File: src/rtl/midi_writer.sv
`default_nettype none
// ============================================================================
// Module   : midi_writer
// Brief    : Serialises MIDI channel-voice messages (2 or 3 bytes) onto a
//            UART 8N1 line, BAUD_DIV clocks per bit. Optional build macro
//            MIDI_RUNNING_STATUS_EN omits a repeated status byte.
// Revision : 1.0 - initial release
// ============================================================================
module midi_writer #(
  parameter int BAUD_DIV = 3200
) (
  input  logic       clk_in,
  input  logic       rst_in,
  input  logic [3:0] status_in,
  input  logic [3:0] channel_in,
  input  logic [7:0] data_byte1_in,
  input  logic [7:0] data_byte2_in,
  input  logic       valid_in,
  output logic       ready_out,
  output logic       tx_wire_out,
  output logic       busy_out,
  output logic       drop_out
);

  localparam int                 c_CNT_W     = $clog2(BAUD_DIV);
  localparam logic [c_CNT_W-1:0] c_BAUD_LAST = c_CNT_W'(BAUD_DIV - 1);
  localparam logic [c_CNT_W-1:0] c_CNT_ONE   = c_CNT_W'(1);

  typedef enum logic [1:0] {
    S_IDLE  = 2'd0,
    S_START = 2'd1,
    S_DATA  = 2'd2,
    S_STOP  = 2'd3
  } state_t;

  state_t             r_state;
  state_t             w_state_nxt;
  logic [c_CNT_W-1:0] r_baud_cnt;
  logic [c_CNT_W-1:0] w_baud_cnt_nxt;
  logic [2:0]         r_bit_idx;
  logic [2:0]         w_bit_idx_nxt;
  logic [2:0]         w_bit_idx_inc;
  logic [1:0]         r_byte_idx;
  logic [1:0]         w_byte_idx_nxt;
  logic [1:0]         r_last_idx;
  logic [1:0]         w_last_idx_nxt;
  logic [7:0]         r_byte0;
  logic [7:0]         r_byte1;
  logic [7:0]         r_byte2;
  logic [7:0]         w_cur_byte;
  logic               r_tx;
  logic               w_tx_nxt;
  logic               r_drop;
  logic               w_drop_nxt;
  logic               r_rdy_en;

  logic               w_idle;
  logic               w_accept;
  logic               w_load;
  logic               w_status_ok;
  logic               w_two_byte;
  logic               w_bit_end;
  logic               w_more_bytes;
  logic               w_skip_status;
  logic [7:0]         w_status_byte;
  logic               w_unused_bits;

  assign w_idle        = (r_state == S_IDLE);
  assign w_accept      = w_idle && r_rdy_en && valid_in;
  assign w_status_ok   = status_in[3] && (status_in != 4'hF);
  assign w_two_byte    = (status_in == 4'hC) || (status_in == 4'hD);
  assign w_load        = w_accept && w_status_ok;
  assign w_status_byte = {status_in, channel_in};
  assign w_bit_end     = (r_baud_cnt == c_BAUD_LAST);
  assign w_more_bytes  = (r_byte_idx != r_last_idx);
  assign w_bit_idx_inc = r_bit_idx + 3'd1;
  assign w_unused_bits = data_byte1_in[7] ^ data_byte2_in[7];

  always_comb begin
    w_cur_byte = r_byte2;
    case (r_byte_idx)
      2'd0:    w_cur_byte = r_byte0;
      2'd1:    w_cur_byte = r_byte1;
      default: w_cur_byte = r_byte2;
    endcase
  end

`ifdef MIDI_RUNNING_STATUS_EN
  // {valid, status byte} of the last status actually put on the wire
  logic [8:0] r_last_status;
  logic [8:0] w_last_status_nxt;

  assign w_skip_status = (r_last_status == {1'b1, w_status_byte});

  always_comb begin
    w_last_status_nxt = r_last_status;
    if (w_accept) begin
      if (w_status_ok) begin
        w_last_status_nxt = {1'b1, w_status_byte};
      end else begin
        w_last_status_nxt[8] = 1'b0;
      end
    end
  end

  always_ff @(posedge clk_in or negedge rst_in) begin
    if (!rst_in) begin
      r_last_status <= 9'd0;
    end else begin
      r_last_status <= w_last_status_nxt;
    end
  end
`else
  assign w_skip_status = 1'b0;
`endif

  // The TX level is computed for the bit that the next state will hold,
  // so the pin is a clean register output.
  always_comb begin
    w_state_nxt    = r_state;
    w_baud_cnt_nxt = r_baud_cnt;
    w_bit_idx_nxt  = r_bit_idx;
    w_byte_idx_nxt = r_byte_idx;
    w_last_idx_nxt = r_last_idx;
    w_tx_nxt       = r_tx;
    w_drop_nxt     = 1'b0;

    unique case (r_state)
      S_IDLE: begin
        w_baud_cnt_nxt = '0;
        w_bit_idx_nxt  = 3'd0;
        w_tx_nxt       = 1'b1;
        if (w_accept) begin
          if (w_status_ok) begin
            w_state_nxt    = S_START;
            w_tx_nxt       = 1'b0;
            w_byte_idx_nxt = w_skip_status ? 2'd1 : 2'd0;
            w_last_idx_nxt = w_two_byte ? 2'd1 : 2'd2;
          end else begin
            w_drop_nxt = 1'b1;
          end
        end
      end

      S_START: begin
        w_baud_cnt_nxt = w_bit_end ? '0 : r_baud_cnt + c_CNT_ONE;
        if (w_bit_end) begin
          w_state_nxt   = S_DATA;
          w_bit_idx_nxt = 3'd0;
          w_tx_nxt      = w_cur_byte[0];
        end
      end

      S_DATA: begin
        w_baud_cnt_nxt = w_bit_end ? '0 : r_baud_cnt + c_CNT_ONE;
        if (w_bit_end) begin
          if (r_bit_idx == 3'd7) begin
            w_state_nxt = S_STOP;
            w_tx_nxt    = 1'b1;
          end else begin
            w_bit_idx_nxt = w_bit_idx_inc;
            w_tx_nxt      = w_cur_byte[w_bit_idx_inc];
          end
        end
      end

      S_STOP: begin
        w_baud_cnt_nxt = w_bit_end ? '0 : r_baud_cnt + c_CNT_ONE;
        if (w_bit_end) begin
          if (w_more_bytes) begin
            w_state_nxt    = S_START;
            w_byte_idx_nxt = r_byte_idx + 2'd1;
            w_tx_nxt       = 1'b0;
          end else begin
            w_state_nxt    = S_IDLE;
            w_byte_idx_nxt = 2'd0;
            w_tx_nxt       = 1'b1;
          end
        end
      end
    endcase
  end

  always_ff @(posedge clk_in or negedge rst_in) begin
    if (!rst_in) begin
      r_state <= S_IDLE;
    end else begin
      r_state <= w_state_nxt;
    end
  end

  always_ff @(posedge clk_in or negedge rst_in) begin
    if (!rst_in) begin
      r_baud_cnt <= '0;
      r_bit_idx  <= 3'd0;
      r_byte_idx <= 2'd0;
      r_last_idx <= 2'd0;
      r_tx       <= 1'b1;
      r_drop     <= 1'b0;
      r_rdy_en   <= 1'b0;
    end else begin
      r_baud_cnt <= w_baud_cnt_nxt;
      r_bit_idx  <= w_bit_idx_nxt;
      r_byte_idx <= w_byte_idx_nxt;
      r_last_idx <= w_last_idx_nxt;
      r_tx       <= w_tx_nxt;
      r_drop     <= w_drop_nxt;
      r_rdy_en   <= 1'b1;
    end
  end

  // Message payload is captured once at acceptance and held for the frame
  always_ff @(posedge clk_in or negedge rst_in) begin
    if (!rst_in) begin
      r_byte0 <= 8'd0;
      r_byte1 <= 8'd0;
      r_byte2 <= 8'd0;
    end else if (w_load) begin
      r_byte0 <= w_status_byte;
      r_byte1 <= {1'b0, data_byte1_in[6:0]};
      r_byte2 <= {1'b0, data_byte2_in[6:0]};
    end
  end

  assign ready_out   = r_rdy_en && w_idle;
  assign busy_out    = !w_idle;
  assign tx_wire_out = r_tx;
  assign drop_out    = r_drop;

endmodule
`default_nettype wire
File: config.mk
export PLATFORM = sky130hd
export DESIGN_NAME = midi_writer
export DESIGN_NICKNAME = d
export VERILOG_FILES = /design/src/rtl/midi_writer.sv
export SDC_FILE = /design/constraint.sdc
export NUM_CORES = 1
export LEC_CHECK = 0
export BUFFER_PORTS_ARGS = -buffer_cell sky130_fd_sc_hd__buf_2
export CAP_MARGIN = 5
export CORE_MARGIN = 4
export CORE_UTILIZATION = 55
export DETAILED_ROUTE_END_ITERATION = 10
export HOLD_SLACK_MARGIN = 0.03
export PLACE_DENSITY = 0.76
export SLEW_MARGIN = 40
export SYNTH_ARGS = -nofsm -noshare
export SYNTH_HDL_FRONTEND = slang
export SYNTH_SLANG_ARGS = --single-unit
File: constraint.sdc
create_clock -name clk_in -period 2.4 [get_ports clk_in]
set_input_delay 0.48 -clock clk_in [delete_from_list [all_inputs] [get_ports clk_in]]
set_output_delay 0.48 -clock clk_in [all_outputs]
set_load 0.03 [all_outputs]
Yosys cells after proc, flatten, opt, wreduce, memory -nomap -nowiden

Cells that the tools add are included.

Flip-flop bits (word level): 46
Output and inout bits: 4

Add/subtract/negate cells: 3
$lt $le $gt $ge: 1
Equality and inequality tests: 17
Muxes and demuxes: 33
Reductions and logical operators: 16

Operators with widths:

| cell                                                                         | number |
|---|---|
| 12-bit one-hot mux with 2 select lines                                       | 1 |
| 2-bit two-way mux                                                            | 11 |
| 8-bit one-hot mux with 2 select lines                                        | 1 |
| 12-bit by 1-bit adder with 12-bit output, second input constant              | 1 |
| 12-bit equality test, second input constant                                  | 1 |
| 12-bit two-way mux                                                           | 1 |
| 1-bit two-way mux                                                            | 11 |
| 2-bit != test, second input constant                                         | 5 |
| 3-bit two-way mux                                                            | 3 |
| 3-bit one-hot mux with 3 select lines                                        | 1 |
| 4-bit equality test, second input constant                                   | 2 |
| 2-bit one-hot mux with 4 select lines                                        | 1 |
| 4-bit AND reduction                                                          | 2 |
| 3-bit AND reduction                                                          | 2 |
| 6-bit AND reduction                                                          | 1 |
| 2-bit by 1-bit equality test with 1-bit output, second input constant        | 2 |
| 2-bit equality test, second input constant                                   | 2 |
| 1-bit logical AND                                                            | 4 |
| 2-bit logical NOT                                                            | 2 |
| 3-bit by 4-bit less-than comparator with 1-bit output, second input constant | 1 |
| 2-bit by 1-bit != test with 1-bit output, second input constant              | 2 |
| 4-bit != test, second input constant                                         | 1 |
| 1-bit one-hot mux with 4 select lines                                        | 1 |
| 2-bit one-hot mux with 2 select lines                                        | 1 |
| 10 further kinds                                                             | 10 |

Longest topological paths before layout

Gate-level depths: netlist of run 1.

Word-level depth: 7
Gate-level depth with buffers: 8
Depth with buffers taken out: 7

Worst setup path after synthesis of run 1

Ideal clock, no wire load.

Path kind: flip-flop to flip-flop
From: register r_state[0]
To: register r_state[0]
Setup time: 0.121 ns
Arrival time: 1.886 ns
Required time: 2.279 ns
Setup slack: 0.393 ns
Stages on the path, launching flop included: 9
Path buffers: 1
Clock period less this slack: 2.007 ns
Cells stage by stage: dfrtp_1 -> inv_1 -> ha_1 -> buf_2 -> and3_1 -> nand3_2 -> a222oi_1 -> a31oi_1 -> o22a_1

Word-level cells in the longest chain between the ends: 5
Elaborated cells on any way between the ends: 14
Classes of those cells: 9 x eq/ne; 1 x mux; 4 x reduce/logical

Ends and longest elaborated chain:

| item                                                      | RTL line | text |
|---|---|---|
| from (decl)                                               | 36       | `state_t r_state;` |
| from (signal assigned)                                    | 188      | `r_state <= w_state_nxt;` |
| 2-bit logical NOT                                         | 68, 128  |  |
| 1-bit logical AND (2 in series)                           | 69       | `assign w_accept = w_idle && r_rdy_en && valid_in;` |
| 2-bit by 1-bit != test with 1-bit output (no source line) | -        |  |
| 6-bit AND reduction (no source line)                      | -        |  |

Parallel ways exist; a longest one is shown, timed or not.
A chain may end at the register's enable or synchronous reset.

Worst setup path after layout of run 1

From: register r_byte_idx[0]
To: register r_tx (netlist: tx_wire_out)

Word-level cells in the longest chain between the ends: 7
Elaborated cells on any way between the ends: 12
Classes of those cells: 2 x eq/ne; 9 x mux; 1 x reduce/logical

Ends and longest elaborated chain:

| item                                                                                | RTL line | text |
|---|---|---|
| from (decl)                                                                         | 43       | `logic [1:0] r_byte_idx;` |
| from (signal assigned)                                                              | 204      | `r_byte_idx <= w_byte_idx_nxt;` |
| 2-bit by 1-bit equality test with 1-bit output or 2-bit logical NOT (tied branches) | 81       | `case (r_byte_idx)` |
| 8-bit one-hot mux with 2 select lines                                               | 81       |  |
| 1-bit binary-select mux with 3-bit select                                           | 162      | `w_tx_nxt = w_cur_byte[w_bit_idx_inc];` |
| 1-bit two-way mux (implied by the code)                                             | 162      |  |
| 1-bit two-way mux                                                                   | 157      | `if (r_bit_idx == 3'd7) begin` |
| 1-bit two-way mux                                                                   | 156      | `if (w_bit_end) begin` |
| 1-bit one-hot mux with 4 select lines (*)                                           | 128      | `unique case (r_state)` |
| to (signal assigned)                                                                | 206      | `r_tx <= w_tx_nxt;` |
| to (decl)                                                                           | 51       | `logic r_tx;` |

Every way passes the cells marked *; elsewhere a longest branch is shown, timed or not. The select of a mux whose other input is x is not followed.

==> key figures, run 1 <==
Outcome
  • Status: finished clean

Power
  • Register share of total power: 60.2%
  • Lkg Pwr: 1.31 nW
  • Psw: 0.265 mW
  • Combinational power share: 2.8%
  • Worst IR Drop VDD: 0.312 mV
  • Switching part of the total power: 20.6%
  • Pwr dens: 498 nW/um2
  • Clock network power share: 37.0%
  • Pint: 1.02 mW

Finish
  • Area Overhead vs Synth: 13.0%
  • Commonest non-fill, non-tap cell in the layout: dfrtp_1
  • FF+latch area: 1150 um2
  • Finished Core Util: 64.6%
  • Commonest cells after routing, fill and taps aside: dfrtp_1, buf_2, mux2_2
  • Nets: 273
  • Multi-input gate area: 1070 um2
  • Fill cells: 317
  • # diodes: 0
  • Share of post-route cells with drive strength above 1: 28.7%

Clocking
  • Clock transition at the registers of the reported paths: 80 ps
  • Post-CTS sizing: 0
  • # Post-CTS Setup Buffers: 0
  • Clock Tree Root: clkbuf_8
  • Post-CTS Hold Fix Bufs: 0
  • Htree depth: 2
  • Clk_lat worst skew: 300 ps
  • Clock Path Buffers: 2
  • CTS tree: done
  • # clock sinks: 46
  • Cts bufs inserted: 5

Placement
  • RD Place Congestion: 0.774
  • PortBufs: 28
  • DP Wirelength: 2900 um

Timing
  • Setup TNS: 0 ps
  • Slew margin rel.: 62.6%
  • RSZ-0062 raised after global routing: no
  • Final slew viol count: 0
  • Final setup fails: 0
  • Period utilization: 88.5%
  • Final worst path period need: 2120 ps
  • F_max: 0.471 GHz
  • Worst-margin pin slew: 561 ps
  • Final hold violations: 0
  • Setup Skew: 6.95 ps

Critical path
  • Reg2reg end: tx_wire_out$_DFFE_PN1P_
  • Flop2flop setup slack: 280 ps
  • Crit path max-delay family: simple AND/OR/NAND/NOR gates
  • Reg2Reg Depth: 7
  • CP bufs+invs: 1
  • Crit end category: register
  • CP Cell Sequence: inv_1 > ha_1 > nor2_2 > a21oi_1 > nor2b_1 > or4_1 > a31oi_1
  • Arr. time, crit path: 2350 ps
  • Kind of critical path: register to register
  • CP Launch Type: register
  • Required time worst endpoint: 2620 ps
  • Max Fanout on Critical Path: 9
  • Slowest cell on crit path: or4_1
  • Worst R2R Start: r_byte_idx[0]$_DFFE_PN0P_
  • CP max stage delay: 510 ps

GRT
  • Largest net degree at the start of global routing: 47
  • Total track usage: 17.7%
  • Grt peak-use layer: met2
  • Total global routing overflow: 0
  • Initial antenna violation count: 0
  • Met1 Use GR: 22.5%
  • Vias in the first global route: 1,604
  • GR Layer Usage met3: 5.12%
  • Met2 Usage GRT: 28.8%
  • Wire length of the first global-routing pass: 7140 um

Floorplan
  • Starting density of the core: 57.2%
  • Row count: 23
  • Full die area: 5250 um2
  • Chip Width: 72.5 um
  • Chip Height: 72.5 um
  • Ports: 31
  • CORE AREA: 4000 um2

Detailed routing
  • DRT Wirelength: 4000 um
  • 1st-pass router iterations: 4
  • Via count: 1,596
  • Drt via density: 5.56
  • Initial DRC Count: 70
  • Number of remaining DRC errors: 0
  • DR WL/cell: 13.9 um
  • Final ANT Viol Nets: 0

Min path
  • Hold Path Class: input port to asynchronous set/reset pin

Yosys
  • Synth warnings: 0
  • Ys async rst share: 100%
  • Post-synthesis cell count: 203
  • Netlist Area Pre-Place: 2290 um2
  • Post-synth EDFFs: 0
  • Post-synthesis sequential area ratio: 50.4%
  • Syn Nets: 240
  • Simple-Gate Fraction of Synth Area: 14.3%
  • Compound-Gate Fraction of Synth Area: 10.3%
  • Primary flip-flop cell chosen by synthesis mapping: dfrtp_1
  • Post-Synth XOR/XNOR Area: 4.60%
  • Post-Synth Adder-Cell Area: 5.47%
  • Syn_area_per_cell: 11.3 um2
  • Netlist cell types: 48
  • Main combinational cell family by area after synthesis: simple AND/OR/NAND/NOR gates
  • Number of synthesized register bits: 46
  • Post-synthesis mux area share: 11.7%

Flow run
  • Max-cap violation count: 0
==> routing by layer <==
layer	up-vias	share of wire, %
li1	787	-
met1	775	47
met2	29	47
met3	5	4.6
met4	0	1.5
met5	-	0
==> cell usage after synthesis (2+ instances only) <==
master	n	area [um2]
a21boi_0	2	15.0
a21oi_1	5	25.0
a221oi_1	2	17.5
a22o_1	5	43.8
a31oi_1	3	18.8
and2_1	3	18.8
and3_1	2	12.5
and4_1	2	17.5
buf_2	4	20.0
clkbuf_1	2	7.51
dfrtp_1	45	1130
ha_1	10	125
inv_1	11	41.3
mux2_2	22	248
mux2i_1	2	20.0
nand2_1	15	56.3
nand2b_1	3	18.8
nand3_1	9	45.0
nor2_1	16	60.1
o211ai_1	2	15.0
xnor2_1	4	35.0
xor2_1	8	70.1
==> registers in the layout (all words and copies together) (netlist names) <==
register and cells:
r_baud_cnt 12, r_bit_idx 3, r_state 2, r_last_idx 2
r_byte0 8, r_byte1 7, r_byte_idx 2, r_rdy_en 1
drop_out 1, r_byte2 7, tx_wire_out 1
==> power by group through the flow <==
| stage | registers, mW | clock network (mW) | logic, mW |
|---|---|---|---|
| final | 0.775 | 0.476 | 0.0362 |
| after global routing | 0.776 | 0.530 | 0.0426 |
| after CTS | 0.775 | 0.495 | 0.0379 |
| after detailed placement | 0.791 | 0 | 0.0378 |
| after global placement | 0.791 | 0 | 0.0382 |
| after floorplan | 0.791 | 0 | 0.00141 |
==> through the flow <==
stage	worst slack, ps	total power [mW]	std cells	hold slack [ps]	instance area [um2]
after floorplan	393	0.792	203	184	2290
after detailed placement	294	0.829	279	456	2490
after global routing	144	1.35	287	289	2580
final	275	1.29	287	250	2580
after CTS	265	1.31	287	271	2580
after global placement	292	0.829	279	450	2490
==> cell families after synthesis <==
family                   Yosys count
other                              1
AO/OA/AOI/OAI                     31
buffers and inverters             17
XOR/XNOR                          12
AND/OR/NAND/NOR                   62
flip-flops                        46
multiplexers                      24
adder cells (fa/ha/maj)           10
==> how the worst max path moves through the flow <==
| stage | start | end | cells after the start |
|---|---|---|---|
| 6_report | r_byte_idx[0]$_DFFE_PN0P_ | tx_wire_out$_DFFE_PN1P_ | 7 |
| 5_1_grt | r_byte_idx[0]$_DFFE_PN0P_ | tx_wire_out$_DFFE_PN1P_ | 7 |
| 3_5_place_dp | r_byte_idx[0]$_DFFE_PN0P_ | tx_wire_out$_DFFE_PN1P_ | 7 |
| 4_1_cts | r_byte_idx[0]$_DFFE_PN0P_ | tx_wire_out$_DFFE_PN1P_ | 7 |
| 3_3_place_gp | r_byte_idx[0]$_DFFE_PN0P_ | tx_wire_out$_DFFE_PN1P_ | 7 |
| 2_1_floorplan | r_state[0]$_DFFE_PN0P_ | r_state[0]$_DFFE_PN0P_ | 8 |
==> final cells by class <==
class | instances | share of cell area [%]
multi-input cells | 140 | 41.3
flip-flops and latches | 46 | 44.6
clock inverters | 1 | 0.194
well taps | 50 | 2.42
repair buffers | 32 | 6.59
clock buffers | 7 | 3.34
inverters | 11 | 1.60
Power figures use the tool's default switching activity.
==> inputs of run 2 (changes only) <==
==> constraint.sdc (replaced) <==
create_clock -name clk_in -period 2.4 [get_ports clk_in]
set_input_delay 0.12 -clock clk_in [delete_from_list [all_inputs] [get_ports clk_in]]
set_output_delay 0.12 -clock clk_in [all_outputs]
set_load 0.03 [all_outputs]
==> key figures, run 2 (synthesis gave the netlist of run 1 again) <==
Critical path
  • Flop2flop setup slack: 250 ps (-20 ps)
  • Arr. time, crit path: 2370 ps (+20 ps)
  • CP Cell Sequence: inv_1 > ha_1 > nor2_2 > a21oi_1 > nor2b_1 > or4_1 > a31oi_1
  • CP Launch Type: register
  • Crit end category: register
  • Kind of critical path: register to register
  • Crit path max-delay family: simple AND/OR/NAND/NOR gates
  • Slowest cell on crit path: or4_1
  • Max Fanout on Critical Path: 9 (unchanged)
  • CP bufs+invs: 1 (unchanged)
  • Required time worst endpoint: 2620 ps (about the same)
  • CP max stage delay: 510 ps (about the same)

Placement
  • Placed cells: 278 (-0.36%)
  • Setup WS pre-CTS: 285 ps (-8.38 ps)
  • PortBufs: 28 (unchanged)
  • DP Wirelength: 3030 um (+4.5%)
  • Placed Area: 2490 um2 (-0.20%)
  • RD Place Congestion: 0.777 (+0.36%)

GRT
  • Vias in the first global route: 1,665 (+3.8%)
  • Total global routing overflow: 0 (unchanged)
  • Total track usage: 17.1% (-0.53 points)
  • Wire length of the first global-routing pass: 7090 um (-0.67%)
  • Initial antenna violation count: 0 (unchanged)
  • Largest net degree at the start of global routing: 47 (unchanged)

Floorplan
  • Chip Height: 72.5 um (unchanged)
  • Full die area: 5250 um2 (unchanged)
  • CORE AREA: 4000 um2 (unchanged)
  • Ports: 31 (unchanged)
  • Chip Width: 72.5 um (unchanged)
  • Starting density of the core: 57.2% (unchanged)
  • Row count: 23 (unchanged)

Detailed routing
  • Initial DRC Count: 50 (-29%)
  • Final ANT Viol Nets: 0 (unchanged)
  • DR WL/cell: 14.1 um (+1.4%)
  • DRT Wirelength: 4060 um (+1.4%)
  • Via count: 1,595 (-0.063%)
  • Number of remaining DRC errors: 0 (unchanged)
  • 1st-pass router iterations: 4 (unchanged)
  • Drt via density: 5.56 (about the same)

Timing
  • Period utilization: 89.5% (+0.95 points)
  • Final slew viol count: 0 (unchanged)
  • Post-Route Hold Slack: 52.3 ps (-198 ps)
  • F_max: 0.466 GHz (-1.1%)
  • Worst-margin pin slew: 561 ps (-0.184 ps)
  • Slew margin rel.: 62.6% (about the same)
  • Setup Skew: 3.50 ps (-3.45 ps)
  • RSZ-0062 raised after global routing: no
  • Final hold violations: 0 (unchanged)
  • Setup TNS: 0 ps (unchanged)
  • Final worst path period need: 2150 ps (+22.9 ps)
  • Final setup fails: 0 (unchanged)
  • Worst Slack Setup Final: 252 ps (-22.9 ps)

Finish
  • Nets: 273 (unchanged)
  • Final std cells w/o fill: 287 (unchanged)
  • Area Overhead vs Synth: 13.8%
  • Largest register by flop count: r_baud_cnt
  • Max reg flops: 12 (unchanged)
  • Top Registers: r_baud_cnt (12), r_byte0 (8)
  • Commonest non-fill, non-tap cell in the layout: dfrtp_1
  • Commonest cells after routing, fill and taps aside: dfrtp_1, buf_2, mux2_2
  • Share of post-route cells with drive strength above 1: 27.8% (-0.84 points)
  • Cell area after layout: 2600 um2 (+0.77%)
  • Finished Core Util: 65.1% (+0.50 points)
  • # diodes: 0 (unchanged)

Outcome
  • Status: finished clean

Clocking
  • CTS tree: done
  • Clock transition at the registers of the reported paths: 80 ps (about the same)
  • Cts bufs inserted: 5 (unchanged)
  • Clock Tree Root: clkbuf_8
  • # clock sinks: 46 (unchanged)
  • # Post-CTS Setup Buffers: 0 (unchanged)
  • Clk_lat worst skew: 290 ps (about the same)
  • Clock Path Buffers: 2 (unchanged)
  • Htree depth: 2 (unchanged)
  • Post-CTS sizing: 0 (unchanged)

Min path
  • Hold Path Class: input port to register

Power
  • Worst IR Drop VDD: 0.388 mV (+25%)
  • Total power draw: 1.37 mW (+6.2%)
  • Pwr dens: 525 nW/um2 (+5.4%)
  • Lkg Pwr: 1.31 nW (+0.34%)

Flow run
  • Max-cap violation count: 0 (unchanged)
==> run 2: cell types whose count changed in the layout (fill, tap and decap cells not counted), sizes merged <==
cell | previous run | this run
buf | 32 | 31
bufinv | 0 | 1
clkinv | 1 | 0
dlygate4sd3 | 0 | 1
==> run 2: path summary, 6_finish.rpt <==
check	depth (start not counted)	start	to
max reg2reg	7	r_byte_idx[0]$_DFFE_PN0P_	tx_wire_out$_DFFE_PN1P_
max in group asynchronous	2	rst_in	tx_wire_out$_DFFE_PN1P_
max	7	r_byte_idx[0]$_DFFE_PN0P_	tx_wire_out$_DFFE_PN1P_
min reg2reg	1	r_byte0[7]$_DFFE_PN0P_	r_byte0[7]$_DFFE_PN0P_
min	2	data_byte2_in[6]	r_byte2[6]$_DFFE_PN0P_
min in group asynchronous	2	rst_in	r_baud_cnt[0]$_DFF_PN0_
==> run 2: cell type report <==
| class | instances | area [um2] |
|---|---|---|
| clock buffer | 7 | 76.3 |
| timing repair buffer | 32 | 175 |
| clock inverter | 1 | 30.0 |
| sequential | 46 | 1150 |
| tap | 50 | 62.6 |
| multi-input combinational | 140 | 1070 |
| fill | 307 | 1400 |
| inverter | 11 | 41.3 |
==> run 2: power breakdown <==
| part | internal [mW] | total (mW) | switching (mW) |
|---|---|---|---|
| Sequential | 0.775 | 0.775 | 0.000304 |
| Clock | 0.312 | 0.555 | 0.244 |
| Combinational | 0.0160 | 0.0373 | 0.0214 |
==> run 2: routing by layer <==
metal	up-vias	part of all wire, %	track usage (%)
met1	764	45	21.2
met4	0	1.8	5.33
met5	-	0	0
met2	35	48	28.9
met3	9	4.4	4.99
li1	787	-	-
==> run 2: repair_timing <==
item                                    4_1_cts  5_1_grt
endpoints found under the setup margin        0        0
hold buffers                                  1        0
hold endpoints to repair                     45        0
